===== config.mk =====
export PLATFORM = sky130hd
export DESIGN_NAME = instr_encoder_loader
export DESIGN_NICKNAME = d
export VERILOG_FILES = /design/src/rtl/instr_enc_pkg.sv /design/src/rtl/instr_field_packer.sv /design/src/rtl/instr_encoder_loader.sv
export SDC_FILE = /design/constraint.sdc
export NUM_CORES = 1
export LEC_CHECK = 0
export BUFFER_PORTS_ARGS = -buffer_cell sky130_fd_sc_hd__buf_2
export CAP_MARGIN = 10
export CORE_MARGIN = 2
export CORE_UTILIZATION = 50
export DETAILED_ROUTE_END_ITERATION = 10
export PLACE_DENSITY = 0.78
export SYNTH_ARGS = -nofsm -noshare
export SYNTH_HDL_FRONTEND = slang
export SYNTH_HIERARCHICAL = 1
export SYNTH_SLANG_ARGS = --single-unit

===== constraint.sdc =====
create_clock -name clk -period 3.3 [get_ports clk]
set_input_delay 0.495 -clock clk [delete_from_list [all_inputs] [get_ports clk]]
set_output_delay 0.495 -clock clk [all_outputs]
set_load 0.02 [all_outputs]

===== src/rtl/instr_enc_pkg.sv =====
// rtl/instr_enc_pkg.sv - shared encodings, field positions and FSM states for the instruction loader
package instr_enc_pkg;

    localparam int ADDR_W_DEF    = 32;
    localparam int ADDR_STEP_DEF = 4;
    localparam int CNT_W_DEF     = 8;

    typedef enum logic [1:0] {
        KIND_DP  = 2'b00,
        KIND_LDR = 2'b01,
        KIND_STR = 2'b10,
        KIND_B   = 2'b11
    } kind_e;

    localparam logic [3:0] CMD_ADD = 4'b0100;
    localparam logic [3:0] CMD_SUB = 4'b0010;
    localparam logic [3:0] CMD_XOR = 4'b0001;
    localparam logic [3:0] CMD_NOT = 4'b1111;

    // Memory ops use a positive immediate offset with no writeback; bit 0 selects load.
    localparam logic [5:0] FUNCT_LDR = 6'b011001;
    localparam logic [5:0] FUNCT_STR = 6'b011000;

    localparam logic [1:0] OP_DP  = 2'b00;
    localparam logic [1:0] OP_MEM = 2'b01;
    localparam logic [1:0] OP_BR  = 2'b10;
    localparam logic [1:0] BR_TAG = 2'b10;

    localparam int COND_LSB  = 28;
    localparam int OP_LSB    = 26;
    localparam int FUNCT_LSB = 20;
    localparam int BR_LSB    = 24;
    localparam int RN_LSB    = 16;
    localparam int RD_LSB    = 12;
    localparam int SRC2_LSB  = 0;

    typedef enum logic [1:0] {
        ST_IDLE   = 2'b00,
        ST_ACCEPT = 2'b01,
        ST_WRITE  = 2'b10,
        ST_DONE   = 2'b11
    } state_e;

    function automatic logic dp_cmd_legal(input logic [3:0] cmd);
        return (cmd == CMD_ADD) || (cmd == CMD_SUB) ||
               (cmd == CMD_XOR) || (cmd == CMD_NOT);
    endfunction

endpackage


===== src/rtl/instr_field_packer.sv =====
// rtl/instr_field_packer.sv - combinational packing of a decoded field bundle into one instruction word
module instr_field_packer
    import instr_enc_pkg::*;
(
    input  logic [1:0]  kind_i,
    input  logic [3:0]  cond_i,
    input  logic [3:0]  cmd_i,
    input  logic        s_i,
    input  logic        i_i,
    input  logic [3:0]  rn_i,
    input  logic [3:0]  rd_i,
    input  logic [11:0] src2_i,
    input  logic [23:0] imm24_i,
    output logic [31:0] word_o,
    output logic        legal_o
);

    always_comb begin
        word_o  = '0;
        legal_o = 1'b1;
        word_o[COND_LSB +: 4] = cond_i;
        case (kind_i)
            KIND_DP: begin
                word_o[OP_LSB +: 2]    = OP_DP;
                word_o[FUNCT_LSB +: 6] = {i_i, cmd_i, s_i};
                word_o[RN_LSB +: 4]    = rn_i;
                word_o[RD_LSB +: 4]    = rd_i;
                word_o[SRC2_LSB +: 12] = src2_i;
                legal_o                = dp_cmd_legal(cmd_i);
            end
            KIND_LDR, KIND_STR: begin
                word_o[OP_LSB +: 2]    = OP_MEM;
                word_o[FUNCT_LSB +: 6] = (kind_i == KIND_LDR) ? FUNCT_LDR : FUNCT_STR;
                word_o[RN_LSB +: 4]    = rn_i;
                word_o[RD_LSB +: 4]    = rd_i;
                word_o[SRC2_LSB +: 12] = src2_i;
            end
            default: begin
                // Branches carry only the offset; register and src2 fields are dropped.
                word_o[OP_LSB +: 2] = OP_BR;
                word_o[BR_LSB +: 2] = BR_TAG;
                word_o[23:0]        = imm24_i;
            end
        endcase
    end

endmodule


===== src/rtl/instr_encoder_loader.sv =====
// rtl/instr_encoder_loader.sv - load-job FSM writing packed instruction words to consecutive memory addresses
module instr_encoder_loader
    import instr_enc_pkg::*;
#(
    parameter int ADDR_W    = ADDR_W_DEF,
    parameter int ADDR_STEP = ADDR_STEP_DEF,
    parameter int CNT_W     = CNT_W_DEF
) (
    input  logic              clk,
    input  logic              reset,
    input  logic              start,
    input  logic [ADDR_W-1:0] base_addr,
    input  logic [CNT_W-1:0]  count,
    input  logic              in_valid,
    output logic              in_ready,
    input  logic [1:0]        in_kind,
    input  logic [3:0]        in_cond,
    input  logic [3:0]        in_cmd,
    input  logic              in_s,
    input  logic              in_i,
    input  logic [3:0]        in_rn,
    input  logic [3:0]        in_rd,
    input  logic [11:0]       in_src2,
    input  logic [23:0]       in_imm24,
    output logic              mem_we,
    output logic [ADDR_W-1:0] mem_addr,
    output logic [31:0]       mem_wdata,
    output logic              busy,
    output logic              done,
    output logic              err_illegal,
    output logic [CNT_W-1:0]  written_count
);

    state_e             state_q, state_d;
    logic [ADDR_W-1:0]  addr_q, addr_d;
    logic [31:0]        word_q, word_d;
    logic [CNT_W-1:0]   remaining_q, remaining_d;
    logic [CNT_W-1:0]   written_q, written_d;
    logic               err_q, err_d;

    logic [31:0]        enc_word;
    logic               enc_legal;
    logic               xfer;

    instr_field_packer u_packer (
        .kind_i  (in_kind),
        .cond_i  (in_cond),
        .cmd_i   (in_cmd),
        .s_i     (in_s),
        .i_i     (in_i),
        .rn_i    (in_rn),
        .rd_i    (in_rd),
        .src2_i  (in_src2),
        .imm24_i (in_imm24),
        .word_o  (enc_word),
        .legal_o (enc_legal)
    );

    assign xfer = in_valid && (state_q == ST_ACCEPT);

    always_ff @(posedge clk or posedge reset) begin
        if (reset) begin
            state_q     <= ST_IDLE;
            addr_q      <= '0;
            word_q      <= '0;
            remaining_q <= '0;
            written_q   <= '0;
            err_q       <= 1'b0;
        end else begin
            state_q     <= state_d;
            addr_q      <= addr_d;
            word_q      <= word_d;
            remaining_q <= remaining_d;
            written_q   <= written_d;
            err_q       <= err_d;
        end
    end

    always_comb begin
        state_d     = state_q;
        addr_d      = addr_q;
        word_d      = word_q;
        remaining_d = remaining_q;
        written_d   = written_q;
        err_d       = err_q;
        case (state_q)
            ST_IDLE: begin
                if (start) begin
                    addr_d      = base_addr;
                    remaining_d = count;
                    written_d   = '0;
                    err_d       = 1'b0;
                    state_d     = (count == '0) ? ST_DONE : ST_ACCEPT;
                end
            end
            ST_ACCEPT: begin
                if (xfer) begin
                    word_d      = enc_word;
                    remaining_d = remaining_q - CNT_W'(1);
                    if (enc_legal) begin
                        state_d = ST_WRITE;
                    end else begin
                        // Illegal bundles consume a slot but leave the address where it was.
                        err_d   = 1'b1;
                        state_d = (remaining_q == CNT_W'(1)) ? ST_DONE : ST_ACCEPT;
                    end
                end
            end
            ST_WRITE: begin
                addr_d    = addr_q + ADDR_W'(ADDR_STEP);
                written_d = written_q + CNT_W'(1);
                state_d   = (remaining_q == '0) ? ST_DONE : ST_ACCEPT;
            end
            default: begin
                state_d = ST_IDLE;
            end
        endcase
    end

    // Strobes decode straight from the state register so an async reset drops them at once.
    assign in_ready      = (state_q == ST_ACCEPT);
    assign mem_we        = (state_q == ST_WRITE);
    assign busy          = (state_q != ST_IDLE);
    assign done          = (state_q == ST_DONE);
    assign mem_addr      = addr_q;
    assign mem_wdata     = word_q;
    assign err_illegal   = err_q;
    assign written_count = written_q;

endmodule


=== Word level (Yosys, flattened, before mapping) ===
Index checks and enable logic that the tools add are counted.

* Add/sub/neg operators: 3
* Multipliers: 0
* Div/mod/pow operators: 0
* $lt $le $gt $ge: 0
* Eq/ne operators: 13
* Shift-type cells: 0
* Multiplexer cells: 21
* Bitwise logic cells: 0
* Reductions and logical operators: 17

{| class="wikitable"
|+ Operator list
! kind !! number
|-
| $pmux 32 s2 || 1
|-
| $pmux 28 s2 || 1
|-
| $add 32x3->32 const B || 1
|-
| $mux 32 || 1
|-
| $pmux 8 s2 || 2
|-
| $mux 8 || 3
|-
| $logic_not 8->1 || 2
|-
| $mux 2 || 6
|-
| $add 8x1->8 const B || 1
|-
| $eq 8x1->1 const B || 1
|-
| $sub 8x1->8 const B || 1
|-
| $eq 2x2->1 const B || 3
|-
| $pmux 2 s3 || 1
|-
| $reduce_and 2->1 || 3
|-
| $reduce_bool 2->1 || 3
|-
| $mux 1 || 5
|-
| $eq 2x1->1 const B || 2
|-
| $eq 4x1->1 const B || 1
|-
| $eq 4x2->1 const B || 1
|-
| $eq 4x3->1 const B || 1
|-
| $eq 4x4->1 const B || 1
|-
| $logic_not 2->1 || 2
|-
| $ne 2x2->1 const B || 2
|-
| $reduce_and 4->1 || 1
|-
| 6 further kinds || 8
|}

* Bits in registers: 83
* Latch bits: 0
* Memory bits (writable): 0
* Bits in read-only memories: 0
* Bits of input ports: 100
* Output and inout bits: 77
* Word-level logic and storage cells: 60
* Memories: 0

=== Longest topological paths before layout ===
* Word-level depth: 8
* Depth in mapped cells: 8
* Mapped depth without buffers: 6

=== Hierarchy ===
The synthesis kept the hierarchy.

{| class="wikitable"
|+ Modules (own cells, without submodules)
! module !! instances !! cells each !! area each (um^2) !! seq. area each (um^2)
|-
| instr_encoder_loader || 1 || 412 || 4,184.0 || 2,077.0
|-
| instr_field_packer || 1 || 94 || 518.0 || 0.0
|}

=== Worst setup path before layout ===
OpenSTA, ideal clock, no wires.

* Kind: register to register
* Start point: register addr_q[2] (netlist: mem_addr[2])
* End point: register addr_q[30] (netlist: mem_addr[30])
* Setup time: 144 ps
* Arrival time: 2,108 ps
* Required time: 3,156 ps
* Path slack: 1,048 ps
* Cell stages (with the launch flop): 7
* Buffers on the path: 0
* Clock period less this slack: 2,252 ps
* Cell sequence: dfrtp_1 -> ha_1 -> nand3_2 -> or4_4 -> nor4_4 -> mux2i_1 -> o221ai_1

* Longest elaborated chain between the ends: 2

{| class="wikitable"
|+ RTL lines
! element !! line !! source
|-
| start, declared || instr_encoder_loader.sv:35 || <nowiki>logic [ADDR_W-1:0] addr_q, addr_d;</nowiki>
|-
| start signal, assigned || instr_encoder_loader.sv:71 || <nowiki>addr_q <= addr_d;</nowiki>
|-
| $add 32x3->32 || instr_encoder_loader.sv:110 || <nowiki>addr_d = addr_q + ADDR_W'(ADDR_STEP);</nowiki>
|-
| $pmux 32 s2 || instr_encoder_loader.sv:86 || <nowiki>case (state_q)</nowiki>
|}

Every way passes these cells.
A chain may end at the register's enable or synchronous reset.

=== Worst setup path in the final report ===
Ends and elaborated chain as after synthesis.

==> results.json <==
{
  "outcome": "finished clean",
  "startpoint": "mem_addr[2]$_DFFE_PP0P_",
  "drt_first_pass_iters": 5,
  "syn_area_um2": 4700,
  "rows": 35,
  "grt_usage_pct": 25.6,
  "finalSetupTns_ns": 0,
  "critPathSlowestCell": "or4_4",
  "dpl.hpwl_um": 9570,
  "synth_cell_types": 61,
  "coreArea_um2": 9200,
  "syn_nets": 613,
  "start_util_pct": 51.1,
  "vias": 4554,
  "antenna_left": 0,
  "crit_type": "reg -> reg",
  "fp.dieW_um": 101,
  "h-tree-depth": 3,
  "p_leak_uw": 0.00278,
  "die_area_um2": 10200,
  "crit_chain": "ha_1 > nand3_2 > or4_4 > nor4_4 > mux2i_1 > o221ai_1",
  "final_common_cell": "buf_2",
  "ys_ff_latch": 83,
  "nNetsFinal": 776,
  "max_freq_ghz": 0.427,
  "layout.cells.non_filler": 785,
  "yosysTopAreaCellShare_pct": 44.2,
  "critPathMaxStageDelay_ns": 0.62,
  "hold_violations": 0,
  "ys_warn_count": 6,
  "critPathBufInv": 0,
  "async_flop_share_pct": 100,
  "antenna_cells": 0,
  "clock_sinks": 83,
  "synthFlopType": "dfrtp_1",
  "boundaryPins": 177,
  "cellPowerDensity_nw_per_um2": 888,
  "grt_antenna_before_repair": 0,
  "relSlewSlack_pct": 37.8,
  "drt_iter0_drc": 200,
  "cts_hold_buf": 0,
  "cp.arrival_ns": 2.55,
  "grt-ovfl-total": 0,
  "drive_gt1_share_pct": 38.0,
  "crit_fanout": 10,
  "clk_pin_slew_ns": 0.09,
  "synth-edff-count": 0,
  "end_kind": "flop",
  "post-synth-top-area-cell": "dfrtp_1",
  "syn-instance-count": 506,
  "die_h_um": 101,
  "drc_errors": 0,
  "gp_congestion": 0.973,
  "cp.required_ns": 3.51,
  "clock_skew_ns": 0.00943,
  "netlist_top_cells_area": "dfrtp_1 44%, mux2_2 8.1%, nand2_1 6.9%, a21oi_1 3.3%, nand3_1 2.3%",
  "cts_tree": "built",
  "avgRoutedWirePerCell_um": 16.6,
  "viasPerCell": 5.80,
  "rr_startpoint": "mem_addr[2]$_DFFE_PP0P_",
  "crit_family": "simple AND/OR/NAND/NOR gates",
  "syn_avg_cell_area_um2": 9.29,
  "area_delta_synth_final_pct": 22.9,
  "grt_max_degree": 49,
  "io_buffers": 176,
  "cts_setup_buffers": 0,
  "place_inst": 769,
  "ys_seq_area_share_pct": 44.2,
  "final_cell_mix": "176 x buf_2, 86 x nand2_1, 83 x dfrtp_1, 34 x mux2_2, 31 x a21oi_1",
  "hold_class": "in -> async",
  "cts_buffers": 9,
  "maxSlewViolCount": 0,
  "setup_viol_count_final": 0,
  "period_needed_ns": 2.34,
  "clk_path_buf_depth": 2,
  "clkLatencyLatePin_ns": 0.34,
  "rsz0062_at_grt": "false",
  "max-vdd-ir-drop_v": 0.000480,
  "routed_wl_um": 13000,
  "drv_cap": 0,
  "cts.root.buffer_cell": "clkbuf_8",
  "cp-start-kind": "flop",
  "grt_pass1_vias": 4320,
  "grt_pass1_wl_um": 20900,
  "post-route-period-util_pct": 70.9,
  "post_cts_resize_count": 0,
  "tightest_slew_ns": 0.934
}
==> final timing paths <==
path	endpoint	slack, ns	depth (start not counted)
setup / recovery	mem_addr[30]$_DFFE_PP0P_	0.96	6
setup reg to reg	mem_addr[30]$_DFFE_PP0P_	0.96	6
hold / removal	err_illegal$_DFFE_PP0P_	0.14	2
max in group asynchronous	mem_addr[16]$_DFFE_PP0P_	2.38	3
hold reg to reg	written_count[7]$_DFFE_PP0P_	0.48	1
min in group clk	mem_addr[0]$_DFFE_PP0P_	0.35	3
==> metrics by stage <==
| step | setup slack (ns) | util [%] | hold slack [ns] | cell area, um^2 | total power (uW) |
|---|---|---|---|---|---|
| 2_1_floorplan | 0.668 | - | 0.483 | 4700 | 3630 |
| 3_3_place_gp | 1.09 | 61.1 | 0.454 | 5620 | 4400 |
| 3_5_place_dp | 1.01 | 61.1 | 0.463 | 5620 | 4500 |
| 4_1_cts | 0.944 | 62.8 | 0.137 | 5780 | 5140 |
| 5_1_grt | 0.843 | 62.8 | 0.163 | 5780 | 5490 |
| 6_report | 0.960 | 62.8 | 0.142 | 5780 | 5130 |
==> per-layer routing <==
layer  vias up  wire, um  track usage [%]  share of wire, %
met4         0       202             7.80               1.6
met5         -         0                0                 0
met2       235      6340             42.4                49
met1      2129      5280             33.3                41
li1       2173         -                -                 -
met3        17      1190             5.96               9.1
==> synthesized netlist by cell type, drive strengths merged (2+ instances only) <==
library cell / n
nand4b: 2
buf: 14
a31oi: 3
a21o: 3
o22ai: 12
nor3: 11
o311ai: 6
o21ai: 43
or2: 5
nor2: 21
xor2: 2
a22o: 4
a21oi: 31
or3: 3
nand4: 14
dfrtp: 83
a22oi: 3
nand2b: 10
nand3: 23
nor2b: 2
nor4: 11
o211ai: 9
xnor2: 2
mux2: 34
inv: 11
and3: 5
and2: 2
ha: 7
nand2: 86
mux2i: 10
and4: 2
o31ai: 2
clkbuf: 16
==> registers in the layout, indices dropped and copies added (netlist names) <==
register / count
err_illegal: 1
mem_addr: 32
mem_wdata: 32
remaining_q: 8
state_q: 2
written_count: 8
==> final cells by class <==
cell class                 count  area, um^2
clock buffer                  11         131
clock inverter                 5        30.0
fill                         828        3420
inverter                      11        42.5
multi-input combinational    382        2430
sequential                    83        2080
tap                          111         139
timing repair buffer         182         926
==> kinds of logic after synthesis <==
kind of cell | share of synthesized area (%)
flip-flops | 44.2
multiplexers | 10.3
AND/OR/NAND/NOR | 21.6
AO/OA/AOI/OAI | 17.2
buffers and inverters | 4.15
adder cells (fa/ha/maj) | 1.86
XOR/XNOR | 0.745
==> power by group <==
part           internal, uW  total, uW  switching (uW)  leakage (uW)
Sequential             1470       2000             529       0.00101
Clock                   271        640             369     0.0000791
Combinational           982       2490            1510       0.00169
Total                  2720       5130            2410       0.00278
(Power assumes the default switching activity.)
